### src/rtl/split_stream_dispatch.sv
// Steers each whole AXI-Stream packet to one of four outputs, round-robin over eligible ports.
// Combinational pass-through once a port owns the packet; the owner's tready stalls the input.
module split_stream_dispatch #(
  parameter int         WIDTH       = 16,
  parameter logic [3:0] ACTIVE_MASK = 4'b1111,
  parameter int         CNT_WIDTH   = 16
) (
  input  logic                   clk,
  input  logic                   reset,
  input  logic                   clear,
  input  logic [3:0]             port_enable,
  input  logic [WIDTH-1:0]       i_tdata,
  input  logic                   i_tlast,
  input  logic                   i_tvalid,
  output logic                   i_tready,
  output logic [WIDTH-1:0]       o0_tdata,
  output logic                   o0_tlast,
  output logic                   o0_tvalid,
  input  logic                   o0_tready,
  output logic [WIDTH-1:0]       o1_tdata,
  output logic                   o1_tlast,
  output logic                   o1_tvalid,
  input  logic                   o1_tready,
  output logic [WIDTH-1:0]       o2_tdata,
  output logic                   o2_tlast,
  output logic                   o2_tvalid,
  input  logic                   o2_tready,
  output logic [WIDTH-1:0]       o3_tdata,
  output logic                   o3_tlast,
  output logic                   o3_tvalid,
  input  logic                   o3_tready,
  output logic [1:0]             cur_port,
  output logic                   busy,
  output logic [4*CNT_WIDTH-1:0] pkt_count
);

  typedef enum logic {S_IDLE, S_PASS} state_t;

  state_t               r_state;
  state_t               w_state_nxt;
  logic [1:0]           r_last_port;
  logic [1:0]           r_cur_port;
  logic [CNT_WIDTH-1:0] r_cnt [4];

  logic [3:0] w_eligible;
  logic       w_any_elig;
  logic [1:0] w_sel;
  logic [1:0] w_idx;
  logic       w_found;
  logic       w_start;
  logic       w_pkt_end;
  logic [3:0] w_o_tready;
  logic [3:0] w_o_tvalid;
  logic [3:0] w_o_tlast;

  assign w_eligible = port_enable & ACTIVE_MASK;
  assign w_any_elig = |w_eligible;
  assign w_o_tready = {o3_tready, o2_tready, o1_tready, o0_tready};

  // First eligible port after the previous owner, wrapping mod 4.
  always_comb begin
    w_sel   = r_last_port;
    w_found = 1'b0;
    w_idx   = 2'd0;
    for (int k = 1; k <= 4; k++) begin
      w_idx = r_last_port + 2'(k);
      if (!w_found && w_eligible[w_idx]) begin
        w_sel   = w_idx;
        w_found = 1'b1;
      end
    end
  end

  assign w_start   = (r_state == S_IDLE) && i_tvalid && w_any_elig;
  assign w_pkt_end = (r_state == S_PASS) && i_tvalid && i_tready && i_tlast;

  always_ff @(posedge clk or posedge reset) begin
    if (reset) begin
      r_state <= S_IDLE;
    end else if (clear) begin
      r_state <= S_IDLE;
    end else begin
      r_state <= w_state_nxt;
    end
  end

  always_comb begin
    w_state_nxt = r_state;
    case (r_state)
      S_IDLE:  if (w_start) w_state_nxt = S_PASS;
      S_PASS:  if (w_pkt_end) w_state_nxt = S_IDLE;
      default: w_state_nxt = S_IDLE;
    endcase
  end

  always_comb begin
    w_o_tvalid = 4'b0000;
    w_o_tlast  = 4'b0000;
    i_tready   = 1'b0;
    if (r_state == S_PASS) begin
      w_o_tvalid[r_cur_port] = i_tvalid & ACTIVE_MASK[r_cur_port];
      w_o_tlast[r_cur_port]  = i_tlast;
      i_tready               = w_o_tready[r_cur_port];
    end
  end

  // Clear wins over a coincident end-of-packet handshake, so the count is not bumped.
  always_ff @(posedge clk or posedge reset) begin
    if (reset) begin
      r_last_port <= 2'd3;
      r_cur_port  <= 2'd0;
      for (int n = 0; n < 4; n++) r_cnt[n] <= '0;
    end else if (clear) begin
      r_last_port <= 2'd3;
      r_cur_port  <= 2'd0;
      for (int n = 0; n < 4; n++) r_cnt[n] <= '0;
    end else begin
      if (w_start) begin
        r_cur_port <= w_sel;
      end
      if (w_pkt_end) begin
        r_last_port       <= r_cur_port;
        r_cnt[r_cur_port] <= r_cnt[r_cur_port] + CNT_WIDTH'(1);
      end
    end
  end

  for (genvar g = 0; g < 4; g++) begin : g_cnt
    assign pkt_count[g*CNT_WIDTH +: CNT_WIDTH] = r_cnt[g];
  end

  assign o0_tdata  = i_tdata;
  assign o1_tdata  = i_tdata;
  assign o2_tdata  = i_tdata;
  assign o3_tdata  = i_tdata;
  assign o0_tvalid = w_o_tvalid[0];
  assign o1_tvalid = w_o_tvalid[1];
  assign o2_tvalid = w_o_tvalid[2];
  assign o3_tvalid = w_o_tvalid[3];
  assign o0_tlast  = w_o_tlast[0];
  assign o1_tlast  = w_o_tlast[1];
  assign o2_tlast  = w_o_tlast[2];
  assign o3_tlast  = w_o_tlast[3];
  assign cur_port  = r_cur_port;
  assign busy      = (r_state == S_PASS);

endmodule

### config.mk
export PLATFORM = sky130hd
export DESIGN_NAME = split_stream_dispatch
export DESIGN_NICKNAME = d
export VERILOG_FILES = /design/src/rtl/split_stream_dispatch.sv
export SDC_FILE = /design/constraint.sdc
export NUM_CORES = 1
export LEC_CHECK = 0
export ABC_AREA = 1
export BUFFER_PORTS_ARGS = -buffer_cell sky130_fd_sc_hd__buf_2
export CAP_MARGIN = 20
export CELL_PAD_IN_SITES_DETAIL_PLACEMENT = 0
export CELL_PAD_IN_SITES_GLOBAL_PLACEMENT = 1
export CORE_ASPECT_RATIO = 1.5
export CORE_MARGIN = 2
export CORE_UTILIZATION = 25
export DETAILED_ROUTE_END_ITERATION = 16
export HOLD_SLACK_MARGIN = 0.12
export PLACE_DENSITY = 0.58
export SLEW_MARGIN = 0
export SYNTH_ARGS = -nofsm -noshare
export SYNTH_HDL_FRONTEND = slang
export SYNTH_SLANG_ARGS = --single-unit
### constraint.sdc
create_clock -name clk -period 5.7 [get_ports clk]
set_clock_uncertainty 0.1 [all_clocks]
set_input_delay 0.855 -clock clk [delete_from_list [all_inputs] [get_ports clk]]
set_output_delay 0.855 -clock clk [all_outputs]
set_load 0.1 [all_outputs]
==> flow_metrics.tcl <==
set metrics [dict create \
    stdcell_area_um2 5142 \
    num_rows 61 \
    ys_ff_latch 69 \
    hold_viol 0 \
    async_flop_share 1.000 \
    grt_pass1_vias 4442 \
    stdcell_count 951 \
    grt_max_degree 70 \
    fin_tns_setup_ns 0 \
    setup_violations 0 \
    ys_seq_area_frac 0.3682 \
    coreArea_um2 18470 \
    max-vdd-ir-drop_mv 0.1287 \
    overflow 0 \
    cts_tree "yes" \
    post_cts_buffers 0 \
    tightest_slew_ns 0.9354 \
    vias_per_cell 4.549 \
    yosysTopAreaCellShare 0.3570 \
    maxCapViolCount 0 \
    cp-start-kind "flop" \
    cp_max_fo 29 \
    finalWirelength_um 15300 \
    max_freq_mhz 262.9 \
    period_minus_slack_ns 3.803 \
    drc_errors 0 \
    syn_to_final_growth_pct 9.512 \
    worstPathArrival_ns 2.85 \
    gp_congestion 0.7770 \
    r2r_start "cur_port[0]" \
    cts_buffer_depth 2 \
    cp-end-kind "primary output" \
    diodes 0 \
    synth_edf_count 0 \
    placed_cells 933 \
    post_drt_wl_per_cell_um 16.09 \
    hold_buffers 0 \
    dieWidth_um 115.9 \
    clk_pin_slew_worst_paths_ns 0.06 \
    netlist_instances 677 \
    r2r_slack_ns 2.40 \
    synth_ff_type "dfrtp_1" \
    vias 4326 \
    crit_start "cur_port[0]" \
    timing.slew.headroom 0.3763 \
    grt_pass1_wl_um 23780 \
    status "completed" \
    cts_resized 0 \
    r2r_end "pkt_count[33]" \
    p_leak_nw 2.849 \
    slew_viol_final 0 \
    dpl.hpwl_um 11070 \
    synth_cell_type_count 31 \
    dp_slack_ns 2.010 \
    path_class "reg2out" \
    ys_top_cells_by_area "dfrtp_1, nand2_1, buf_4" \
    synth_nets 707 \
    pin_count 169 \
    synth_area_leader_cell "dfrtp_1" \
    post-route-period-util 0.6672 \
    track_usage 0.1578 \
    ant_nets 0 \
    finalNetCount 724 \
    htree_levels 3 \
    dieHeight_um 171.9 \
    rsz0062_at_grt "no" \
    cts_sinks 69 \
    dr.pass1.iters 4 \
    die_area_um2 19920 \
    avgSynthCellArea_um2 6.936 \
    drive_gt1_frac 0.2146 \
    r2r_cells 10 \
    hold_path_class "reg2reg" \
    netlist_area_um2 4696 \
    drtIter0Drc 222 \
    dpl_cell_area_um2 4818 \
    worst_slack_ns 1.897 \
    required_ns 4.74 \
    fillerInstances 2088 \
    cts_root_buffer "clkbuf_16" \
    p_per_area_nw_per_um2 266.2 \
    crit_path_end "i_tready" \
    start_util 0.2542 \
    insertion_delay_ns 0.33 \
    portBuffers 88 \
    cts_buffers 9 \
    yosysWarningCount 0 \
    antenna_found_initial 0 \
]
-- cells in the final DEF, fill, tap and decap left out, drive strengths merged --
cell type,synthesis,routed
nand2,282,282
buf,87,94
nand3,89,89
dfrtp,67,67
nor2,57,57
inv,40,44
o21ai,30,30
clkbuf,1,9
nand4,7,7
xor2,4,4
a21oi,3,3
a22oi,3,3
xnor2,2,2
clkinvlp,0,2
dfstp,2,2
o311ai,1,1
a22o,1,1
ha,1,1
bufinv,0,1
-- worst max-delay path: stages (launching register included) --
cell and delay (ns):
dfrtp_1 0.89, buf_4 0.43, inv_4 0.21, nor2_2 0.23, a22oi_1 0.11, a21oi_1 0.17, buf_2 0.45
-- routing by layer --
layer,vias up,track usage,wire length [um],share of wire
li1,2106,-,-,-
met1,2070,0.1773,6088,0.40
met2,114,0.2868,8159,0.53
met3,36,0.02559,608,0.040
met4,0,0.07453,445,0.029
met5,-,0,0,0
-- cell families (layout without fill, tap and decap cells) --
family / after synthesis / count (layout) / share of synthesized area
and+or+nand+nor: 435 / 435 / 0.3962
buffers and inverters: 128 / 150 / 0.1737
DFF: 69 / 69 / 0.3682
AOI/OAI and AO/OA: 38 / 38 / 0.04636
xor gates and xnor gates: 6 / 6 / 0.01279
adders and majority gates: 1 / 1 / 0.002664
-- Yosys cell counts (4+ instances only) --
| master | instances |
|---|---|
| nor2_4 | 4 |
| inv_2 | 5 |
| dfrtp_1 | 67 |
| o21ai_0 | 19 |
| nor2_1 | 43 |
| buf_4 | 73 |
| nor2_2 | 10 |
| nand3_1 | 86 |
| buf_2 | 8 |
| nand2_2 | 9 |
| o21ai_1 | 9 |
| inv_1 | 34 |
| nand2_1 | 273 |
| nand4_1 | 6 |
| buf_6 | 5 |
-- layout make-up --
type | instances | area, um2 | share of cell area
Inverter | 40 | 152.6 | 0.02968
Timing Repair Buffer | 94 | 489.2 | 0.09513
Multi-Input combinational cell | 480 | 2151 | 0.4182
Clock inverter | 7 | 80.08 | 0.01557
Sequential cell | 69 | 1729 | 0.3363
Clock buffer | 9 | 225.2 | 0.04380
Tap cell | 252 | 315.3 | 0.06131
-- worst min path at each step --
| stage | from | to | cells past startpoint |
|---|---|---|---|
| after floorplan | r_last_port[1] | r_last_port[1] | 2 |
| after global placement | pkt_count[13] | pkt_count[13] | 2 |
| after detailed placement | pkt_count[13] | pkt_count[13] | 2 |
| after CTS | pkt_count[13] | pkt_count[13] | 2 |
| after global routing | pkt_count[23] | pkt_count[23] | 2 |
| final | pkt_count[13] | pkt_count[13] | 2 |
-- power by group --
group	leakage (nW)	total (mW)	switching (mW)	internal [mW]
clock network	0.143	0.581	0.236	0.345
logic	1.75	0.272	0.228	0.0435
registers	0.954	0.516	0.0183	0.498
total	2.85	1.37	0.482	0.886
-- through the flow --
step	total power [mW]	hold WS [ns]	utilization
3_3_place_gp	0.7982	0.3957	0.2609
2_1_floorplan	0.9686	0.4084	-
6_report	1.369	0.4023	0.2784
5_1_grt	1.430	0.4402	0.2784
4_1_cts	1.388	0.4056	0.2774
3_5_place_dp	0.7994	0.3890	0.2609
-- state kept, by name, summed over array words and instances (netlist names) --
register	flops
pkt_count	64
cur_port	2
r_last_port	2
busy	1
(Power assumes the default switching activity.)
